===== src/rtl/snn_pkg.sv =====
`default_nettype none
// ============================================================================
// Module  : snn_pkg
// Purpose : Sequencer state encoding and width helpers shared by the SNN
//           inference sequencer and its spike counter bank.
// Rev     : 1.0  initial release
// ============================================================================
package snn_pkg;

   typedef enum logic [2:0] {
      IDLE   = 3'd0,
      LOAD   = 3'd1,
      RUN    = 3'd2,
      DRAIN  = 3'd3,
      REDUCE = 3'd4,
      DONE   = 3'd5
   } seq_state_e;

   // Index/counter width that never collapses to zero bits for tiny ranges.
   function automatic int clog2_min1(input int value);
      return (value <= 2) ? 1 : $clog2(value);
   endfunction

   localparam int c_default_neurons = 4;
   localparam int c_default_addr_w  = clog2_min1(c_default_neurons * c_default_neurons);
   localparam int c_default_class_w = clog2_min1(c_default_neurons);

endpackage
`default_nettype wire


===== src/rtl/snn_spike_counter_bank.sv =====
`default_nettype none
// ============================================================================
// Module  : snn_spike_counter_bank
// Purpose : One saturating spike counter per output neuron, synchronous clear,
//           shared increment enable and an indexed read port for the argmax.
// Rev     : 1.0  initial release
// ============================================================================
module snn_spike_counter_bank
   import snn_pkg::*;
#(
   parameter int NUM_NEURONS = c_default_neurons,
   parameter int CNT_W       = 5,
   parameter int IDX_W       = c_default_class_w
) (
   input  logic                   clk,
   input  logic                   rst_n,
   input  logic                   clear,
   input  logic                   enable,
   input  logic [NUM_NEURONS-1:0] spikes,
   input  logic [IDX_W-1:0]       rd_idx,
   output logic [CNT_W-1:0]       rd_count
);

   localparam logic [CNT_W-1:0] c_cnt_max = {CNT_W{1'b1}};
   localparam logic [CNT_W-1:0] c_cnt_one = CNT_W'(1);

   logic [CNT_W-1:0] r_cnt [NUM_NEURONS];

   always_ff @(posedge clk or negedge rst_n) begin
      if (!rst_n) begin
         for (int i = 0; i < NUM_NEURONS; i++) begin
            r_cnt[i] <= '0;
         end
      end else if (clear) begin
         for (int i = 0; i < NUM_NEURONS; i++) begin
            r_cnt[i] <= '0;
         end
      end else if (enable) begin
         // Hold at full scale so a very active neuron can never wrap to a small count.
         for (int i = 0; i < NUM_NEURONS; i++) begin
            if (spikes[i] && (r_cnt[i] != c_cnt_max)) begin
               r_cnt[i] <= r_cnt[i] + c_cnt_one;
            end
         end
      end
   end

   assign rd_count = r_cnt[rd_idx];

endmodule
`default_nettype wire


===== src/rtl/snn_inference_sequencer.sv =====
`default_nettype none
// ============================================================================
// Module  : snn_inference_sequencer
// Purpose : Loads synapse weights into the LIF network, streams spike frames,
//           counts output spikes per neuron and reduces them to a winning class.
// Rev     : 1.0  initial release
// ============================================================================
module snn_inference_sequencer
   import snn_pkg::*;
#(
   parameter int NEURONS_PER_LAYER = 4,
   parameter int SYNAPSE_WIDTH     = 8,
   parameter int NUM_TIMESTEPS     = 16,
   parameter int DRAIN_CYCLES      = 2,
   localparam int CNT_W  = $clog2(NUM_TIMESTEPS + DRAIN_CYCLES + 1),
   localparam int ADDR_W = clog2_min1(NEURONS_PER_LAYER * NEURONS_PER_LAYER),
   localparam int CLS_W  = clog2_min1(NEURONS_PER_LAYER)
) (
   input  logic                            clk,
   input  logic                            rst_n,
   input  logic                            start,
   input  logic                            load_weights,
   input  logic                            abort,
   input  logic                            w_valid,
   output logic                            w_ready,
   input  logic signed [SYNAPSE_WIDTH-1:0] w_data,
   input  logic                            s_valid,
   output logic                            s_ready,
   input  logic [NEURONS_PER_LAYER-1:0]    s_spikes,
   output logic [NEURONS_PER_LAYER-1:0]    net_input_spikes,
   input  logic [NEURONS_PER_LAYER-1:0]    net_output_spikes,
   output logic                            synapse_prog_en,
   output logic [ADDR_W-1:0]               synapse_addr,
   output logic signed [SYNAPSE_WIDTH-1:0] synapse_data,
   output logic                            busy,
   output logic                            done,
   output logic [CLS_W-1:0]                result_class,
   output logic [CNT_W-1:0]                result_count
);

   localparam int c_ts_w    = clog2_min1(NUM_TIMESTEPS);
   localparam int c_drain_w = clog2_min1(DRAIN_CYCLES);

   localparam logic [ADDR_W-1:0]    c_addr_last  = ADDR_W'(NEURONS_PER_LAYER * NEURONS_PER_LAYER - 1);
   localparam logic [ADDR_W-1:0]    c_addr_one   = ADDR_W'(1);
   localparam logic [c_ts_w-1:0]    c_ts_last    = c_ts_w'(NUM_TIMESTEPS - 1);
   localparam logic [c_ts_w-1:0]    c_ts_one     = c_ts_w'(1);
   localparam logic [c_drain_w-1:0] c_drain_last = c_drain_w'((DRAIN_CYCLES > 0) ? DRAIN_CYCLES - 1 : 0);
   localparam logic [c_drain_w-1:0] c_drain_one  = c_drain_w'(1);
   localparam logic [CLS_W-1:0]     c_idx_last   = CLS_W'(NEURONS_PER_LAYER - 1);
   localparam logic [CLS_W-1:0]     c_idx_one    = CLS_W'(1);
   localparam seq_state_e           c_after_run  = (DRAIN_CYCLES > 0) ? DRAIN : REDUCE;

   seq_state_e                   r_state;
   logic [ADDR_W-1:0]            r_waddr;
   logic [c_ts_w-1:0]            r_ts;
   logic [c_drain_w-1:0]         r_drain;
   logic [CLS_W-1:0]             r_idx;
   logic [CLS_W-1:0]             r_best_cls;
   logic [CNT_W-1:0]             r_best_cnt;
   logic [CLS_W-1:0]             r_result_class;
   logic [CNT_W-1:0]             r_result_count;
   logic                         r_prog_en;
   logic [ADDR_W-1:0]            r_syn_addr;
   logic [SYNAPSE_WIDTH-1:0]     r_syn_data;
   logic [NEURONS_PER_LAYER-1:0] r_net_in;
   logic                         r_done;

   logic                         w_w_fire;
   logic                         w_s_fire;
   logic                         w_cnt_clear;
   logic                         w_cnt_en;
   logic [CNT_W-1:0]             w_rd_count;
   logic                         w_take;
   logic [CLS_W-1:0]             w_next_cls;
   logic [CNT_W-1:0]             w_next_cnt;

   // Ready is withheld during abort so nothing is consumed on the cycle we leave.
   assign w_ready     = (r_state == LOAD) && !abort;
   assign s_ready     = (r_state == RUN)  && !abort;
   assign w_w_fire    = w_valid && w_ready;
   assign w_s_fire    = s_valid && s_ready;
   assign w_cnt_clear = (r_state == IDLE) && start && !abort;
   assign w_cnt_en    = (r_state == RUN) || (r_state == DRAIN);

   // Strict greater-than keeps the lowest index on ties.
   assign w_take     = (w_rd_count > r_best_cnt);
   assign w_next_cls = w_take ? r_idx : r_best_cls;
   assign w_next_cnt = w_take ? w_rd_count : r_best_cnt;

   snn_spike_counter_bank #(
      .NUM_NEURONS (NEURONS_PER_LAYER),
      .CNT_W       (CNT_W),
      .IDX_W       (CLS_W)
   ) u_counters (
      .clk      (clk),
      .rst_n    (rst_n),
      .clear    (w_cnt_clear),
      .enable   (w_cnt_en),
      .spikes   (net_output_spikes),
      .rd_idx   (r_idx),
      .rd_count (w_rd_count)
   );

   always_ff @(posedge clk or negedge rst_n) begin
      if (!rst_n) begin
         r_state        <= IDLE;
         r_waddr        <= '0;
         r_ts           <= '0;
         r_drain        <= '0;
         r_idx          <= '0;
         r_best_cls     <= '0;
         r_best_cnt     <= '0;
         r_result_class <= '0;
         r_result_count <= '0;
         r_prog_en      <= 1'b0;
         r_syn_addr     <= '0;
         r_syn_data     <= '0;
         r_net_in       <= '0;
         r_done         <= 1'b0;
      end else begin
         r_prog_en <= w_w_fire;
         r_net_in  <= w_s_fire ? s_spikes : '0;
         r_done    <= 1'b0;
         if (w_w_fire) begin
            r_syn_addr <= r_waddr;
            r_syn_data <= w_data;
         end

         if (abort) begin
            r_state <= IDLE;
         end else begin
            case (r_state)
               IDLE: begin
                  if (start) begin
                     r_ts    <= '0;
                     r_waddr <= '0;
                     r_state <= load_weights ? LOAD : RUN;
                  end
               end
               LOAD: begin
                  if (w_w_fire) begin
                     r_waddr <= r_waddr + c_addr_one;
                     if (r_waddr == c_addr_last) begin
                        r_state <= RUN;
                     end
                  end
               end
               RUN: begin
                  if (w_s_fire) begin
                     r_ts <= r_ts + c_ts_one;
                     if (r_ts == c_ts_last) begin
                        r_drain    <= '0;
                        r_idx      <= '0;
                        r_best_cls <= '0;
                        r_best_cnt <= '0;
                        r_state    <= c_after_run;
                     end
                  end
               end
               DRAIN: begin
                  if (r_drain == c_drain_last) begin
                     r_idx      <= '0;
                     r_best_cls <= '0;
                     r_best_cnt <= '0;
                     r_state    <= REDUCE;
                  end else begin
                     r_drain <= r_drain + c_drain_one;
                  end
               end
               REDUCE: begin
                  r_idx      <= r_idx + c_idx_one;
                  r_best_cls <= w_next_cls;
                  r_best_cnt <= w_next_cnt;
                  if (r_idx == c_idx_last) begin
                     r_result_class <= w_next_cls;
                     r_result_count <= w_next_cnt;
                     r_done         <= 1'b1;
                     r_state        <= DONE;
                  end
               end
               DONE: begin
                  r_state <= IDLE;
               end
               default: begin
                  r_state <= IDLE;
               end
            endcase
         end
      end
   end

   assign busy             = (r_state != IDLE);
   assign done             = r_done;
   assign synapse_prog_en  = r_prog_en;
   assign synapse_addr     = r_syn_addr;
   assign synapse_data     = r_syn_data;
   assign net_input_spikes = r_net_in;
   assign result_class     = r_result_class;
   assign result_count     = r_result_count;

   a_single_stream: assert property (@(posedge clk) disable iff (!rst_n) !(w_ready && s_ready));

endmodule
`default_nettype wire


===== config.mk =====
export PLATFORM = sky130hd
export DESIGN_NAME = snn_inference_sequencer
export DESIGN_NICKNAME = d
export VERILOG_FILES = /design/src/rtl/snn_pkg.sv /design/src/rtl/snn_spike_counter_bank.sv /design/src/rtl/snn_inference_sequencer.sv
export SDC_FILE = /design/constraint.sdc
export NUM_CORES = 1
export LEC_CHECK = 0
export CAP_MARGIN = 20
export CORE_MARGIN = 2
export CORE_UTILIZATION = 51
export CTS_BUF_LIST = sky130_fd_sc_hd__clkbuf_4
export DETAILED_ROUTE_END_ITERATION = 8
export PLACE_DENSITY = 0.88
export SLEW_MARGIN = 20
export SYNTH_ARGS = -nofsm -noshare
export SYNTH_HDL_FRONTEND = slang
export SYNTH_SLANG_ARGS = --single-unit

===== constraint.sdc =====
create_clock -name clk -period 2.7 [get_ports clk]
set_clock_uncertainty 0.05 [all_clocks]
set_input_delay 0.675 -clock clk [delete_from_list [all_inputs] [get_ports clk]]
set_output_delay 0.675 -clock clk [all_outputs]
set_load 0.02 [all_outputs]

# Word-level counts from Yosys, hierarchy flattened
# Cells that the tools add are included.
dict set report classes {
  n_addsub 8
  multipliers 0
  div_mod_pow 0
  order_cmp 2
  n_eq_ne 23
  shifts 0
  mux 43
  n_bitwise 2
  n_reduce_logical 33
}
# operator n
set op_table {}
lappend op_table {{$mux W5} 10}
lappend op_table {{$mux W20} 2}
lappend op_table {{$mux W3} 8}
lappend op_table {{$add A5 B1 Y5 const B} 4}
lappend op_table {{$ne A5 B5 Y1 const B} 4}
lappend op_table {{$mux W4} 4}
lappend op_table {{$pmux W4 S2} 2}
lappend op_table {{$reduce_bool A2 Y1} 8}
lappend op_table {{$ne A3 B3 Y1 const B} 5}
lappend op_table {{$pmux W3 S5} 1}
lappend op_table {{$pmux W5 S3} 1}
lappend op_table {{$pmux W2 S3} 2}
lappend op_table {{$reduce_and A4 Y1} 3}
lappend op_table {{$bmux W5 S2} 1}
lappend op_table {{$logic_and A1 B1 Y1} 10}
lappend op_table {{$mux W2} 5}
lappend op_table {{$add A4 B1 Y4 const B} 2}
lappend op_table {{$eq A4 B4 Y1 const B} 2}
lappend op_table {{$ne A2 B2 Y1 const B} 4}
lappend op_table {{$reduce_and A2 Y1} 4}
lappend op_table {{$reduce_and A7 Y1} 1}
lappend op_table {{$eq A3 B2 Y1 const B} 2}
lappend op_table {{$mux W1} 6}
lappend op_table {{$ne A3 B2 Y1 const B} 2}
lappend op_table {{other kinds (17)} 18}
dict set report word_totals {
  regBits 66
  latchBits 0
  mem_bits_rw 0
  romBits 0
  input_bits 23
  out_inout_bits 28
  memories 0
}

# Longest topological paths before layout
dict set report depth {
  word_depth 7
  mapped_depth 8
  depth_no_buf 7
}

# Cells and area by module
# A second synthesis with hierarchy kept.
dict set report hier_totals {
  cells_unflattened 314
  hier_area_um2 3504.6
}
# module n_inst cells_per_inst area_per_inst_um2
set by_module_without_submodules {}
lappend by_module_without_submodules {snn_inference_sequencer 1 217 2332.2}
lappend by_module_without_submodules {snn_spike_counter_bank 1 97 1172.4}

# Least setup slack after synthesis
# No wires, ideal clock.
dict set report synth_path {
  kind {register to register}
  from {register r_idx[0]}
  to {register r_best_cnt[0]}
  setup_time_ns 0.126
  t_arrival_ns 2.481
  t_required_ns 2.524
  setup_slack_ns 0.043
  stages_incl_launch_ff 8
  synth_period_minus_slack_ns 2.657
  path_cell_list {dfrtp_1 > buf_2 > mux4_2 > ha_1 > and3_1 > a31oi_1 > nand2_1 > a221o_1}
}
dict set report synth_between {
  elab_chain_cells 7
}
# element line
set synth_rtl {}
lappend synth_rtl {{start: declaration} snn_inference_sequencer.sv:58} ;# logic [CLS_W-1:0] r_idx;
lappend synth_rtl {{start signal: assignment} snn_inference_sequencer.sv:172} ;# r_idx <= r_idx + c_idx_one;
lappend synth_rtl {{$not A2 Y3 (not written as such) *} snn_spike_counter_bank.sv:48} ;# assign rd_count = r_cnt[rd_idx];
lappend synth_rtl {{$bmux W5 S2 *} snn_spike_counter_bank.sv:48}
lappend synth_rtl {{$mux W5 (not written as such) * (2 in a row)} snn_spike_counter_bank.sv:48}
lappend synth_rtl {{$gt A5 B5 Y1} snn_inference_sequencer.sv:87} ;# assign w_take = (w_rd_count > r_best_cnt);
lappend synth_rtl {{$mux W5 *} snn_inference_sequencer.sv:89} ;# assign w_next_cnt = w_take ? w_rd_count : r_best_cnt;
lappend synth_rtl {{$pmux W5 S3 *} snn_inference_sequencer.sv:133} ;# case (r_state)
lappend synth_rtl {{end signal: assignment} snn_inference_sequencer.sv:174} ;# r_best_cnt <= w_next_cnt;
lappend synth_rtl {{end: declaration} snn_inference_sequencer.sv:60} ;# logic [CNT_W-1:0] r_best_cnt;
# Mark *: on every way between the ends. The rest lies on a longest branch, timed or not. The select of a mux whose other input is x is not followed.
# A chain may end at the register's enable or synchronous reset.

# Worst setup path in the final report
dict set report layout_path {
  from {register r_idx[0]}
  to {register r_best_cnt[3]}
}
# Same word-level chain as after synthesis.

==> impl_metrics.toml <==
[job]
cap_viol_max_count = 0

[synthesis]
synthArstFlopShare_pct = 100.0
yosysTopAreaCellShare_pct = 47.74
synthAdderAreaFrac_pct = 5.787
synth_area_leaders = "dfrtp_1 (48%), ha_1 (5.8%), nor2_1 (4.1%), nand2_1 (3.9%), mux4_2 (3.3%)"
synth-xor-area-share_pct = 3.797
synth.area.mux_share_pct = 7.812
ys_seq_elements = 66
syn_area_sq_um = 3460
synth_top_family_by_area = "simple AND/OR/NAND/NOR gates"
synth_compound_area_share_pct = 9.042
synth_edf_count = 0
synthSimpleGateAreaFrac_pct = 21.66
synthCells = 332
synth_nets = 371
synth_area_leader_cell = "dfrtp_1"
ys_types = 47
syn_area_per_cell_sq_um = 10.42
synth_flop_cell = "dfrtp_1"
ys_seq_area_share_pct = 47.74
yosys_warnings = 0

[critical_path]
crit_chain = "mux4_2 > ha_1 > nor2_1 > a31o_2 > nor3_1 > a221o_1"
cpLargestDelayFamily = "compound AO/OA/AOI/OAI gates"
cpMaxStageDelayCell = "mux4_2"
timing.rr.end = "r_best_cnt[3]"
cp-end-kind = "flop"
worst_ep_required_time_ns = 2.95
arrival_ns = 2.80
cp-startpoint = "r_idx[0]"
crit_type = "reg2reg"
r2r_start = "r_idx[0]"
r2r_cells = 6
cp_max_fo = 12
critPathBufInv = 0
startpoint_type = "flop"
reg2reg_slack_ns = 0.16
cpPeakStageDelay_ns = 0.57

[final_layout]
antenna_cells = 0
drive_gt1_share_pct = 13.45
areaGrowthSynthToFinish_pct = 22.17
nets = 429
layout.cells.non_filler = 474

[global_route]
antenna_found_initial = 0
grt_start_max_net_pins = 34
gr-total-overflow = 0
grt_use_total_pct = 21.96
grt_pass1_vias = 2779
grt_pass1_wl_mm = 12.85

[sta]
rsz0062_at_grt = "false"
timing.final.crit_share_pct = 94.26
period_minus_slack_ns = 2.545
max_freq_mhz = 392.9
tightest_slew_ns = 0.4830
finalSetupTns_ns = 0
hold_viol = 0
relSlewSlack_pct = 67.50
finalSetupViolations = 0
drv_slew = 0

[route]
wl_mm = 7.440
ant_nets = 0
route.detailed.drc = 0
drt_iter0_markers = 169
vias = 2716
wire_per_inst_microns = 15.70
viasPerCell = 5.730
dr.pass1.iters = 4

[hold_path]
worstHoldStart = "synapse_data[7]"
hold_class = "reg2reg"
hold_path_depth = 2
min_to = "synapse_data[7]"

[power_and_ir_drop]
p_total_mw = 2.429
irDropWorstVdd_uv = 393.4
p_leak_nw = 1.972
p_per_area_nw_per_um2 = 574.7

[floorplan]
initial_core_util_pct = 51.78
fp-row-count = 30
pin_count = 51
dieHeight_microns = 86.36
die-area_sq_um = 7458
core_sq_um = 6681
die_w_microns = 86.36

[placement]
dpl.hpwl_mm = 5.414
dp.cells = 458
numPortBuffers = 50
gp_congestion = 0.8871

[clock_tree]
clkTransAtPathRegs_ns = 0.11
ctsRootBufferMaster = "clkbuf_4"
cts.htree.levels = 3
cts_tree = "yes"
cts_sinks = 66
numCtsBuffers = 9
cts_setup_buffers = 0
clk_latency_ns = 0.42
cts.path.max_buffers = 2

[status]
status = "completed"
## timing repair
action,CTS,global route
hold buffers,1,0
endpoints found under the setup margin,2,9
resized for setup,2,1
hold endpoints to repair,4,0
## area by class of cell
cell class                      count  area (sq um)
Fill cell                         529          2455
Multi-Input combinational cell    234          1664
Sequential cell                    66          1653
Timing Repair Buffer               71         653.1
Tap cell                           80         100.1
Clock buffer                        9         67.56
Clock inverter                      6         58.81
Inverter                            8         30.03
## routing by layer
metal	vias to the layer above	wire length, microns	global-route usage (%)
met4	0	94	8.381
met1	1347	3202	27.01
met5	-	0	0
li1	1300	-	-
met2	60	3894	37.48
met3	9	249	5.238
## report_power, final
group          internal (mW)  switching [mW]
sequential              1.09           0.101
clock                  0.271           0.355
combinational          0.285           0.330
total                   1.64           0.786
## through the flow
| stage | area (sq um) | utilization (%) | hold WS (ns) | setup slack, ns |
|---|---|---|---|---|
| 4_1_cts | 4225 | 63.24 | 0.4398 | 0.07851 |
| 3_5_place_dp | 4091 | 61.24 | 0.4126 | -0.1075 |
| 6_report | 4227 | 63.26 | 0.4370 | 0.1550 |
| 3_3_place_gp | 4091 | 61.24 | 0.4096 | -0.06820 |
| 5_1_grt | 4227 | 63.26 | 0.4592 | 0.02723 |
| 2_1_floorplan | 3460 | - | 0.3294 | 0.04337 |
## layout by cell type (no fill, tap or decap), types with 3 or more instances in the layout
cell type and n:
mux2i_1 9, xor2_1 10, xnor2_1 5, nor2_1 38, mux4_2 5, buf_4 20
o211ai_1 3, and2_1 9, a31oi_1 8, mux2_2 6, a221o_1 4, nor3_1 5
nand3_1 13, and3_1 7, ha_1 16, a21oi_1 4, a22o_1 5, inv_1 8
nand4_1 6, nor4bb_1 4, a211oi_1 3, nand2_1 36, nor4b_4 3, clkdlybuf4s50_1 47
nor4_1 3, dfrtp_1 65, o21ai_0 10, clkbuf_4 9
## Yosys cell counts, drive strengths merged (4+ instances only)
cell,count
mux2,6
inv,8
o21ai,10
a221o,4
a22o,5
nand4,6
nand2,36
nor2,38
nor4bb,4
buf,15
ha,16
and3,7
dfrtp,66
and2,10
nand3,13
clkbuf,9
xnor2,5
nor3,5
mux2i,9
mux4,5
a31oi,8
xor2,10
a21oi,4
## worst min-delay path: cells and delay by family (launching register included)
family / cells / cell delay, ns
AND/OR/NAND/NOR: 2 / 0.11
flip-flops: 1 / 0.36
## flip-flops by register name (all words and copies together) (netlist names)
name              cells
synapse_data          8
r_drain               1
r_ts                  4
r_state               3
r_idx                 2
r_best_cls            2
done                  1
result_class          2
net_input_spikes      4
synapse_addr          4
r_best_cnt            5
synapse_prog_en       1
result_count          5
u_counters.r_cnt     20
r_waddr               4
## kinds of logic (layout without fill, tap and decap cells)
group                    after synthesis  in the layout
multiplexers                          20             20
XOR/XNOR                              15             15
flip-flops                            66             66
adder cells (fa/ha/maj)               16             16
buffers and inverters                 32             94
AND/OR/NAND/NOR                      139            139
AO/OA/AOI/OAI                         44             44
## worst max path at each step
stage	cells past startpoint	endpoint
after detailed placement	3	w_ready
final	6	r_best_cnt[3]
after global routing	6	r_best_cnt[1]
after CTS	6	r_best_cnt[1]
after global placement	3	w_ready
after floorplan	7	r_best_cnt[0]
Note: power is estimated with default switching activity, not from simulation.
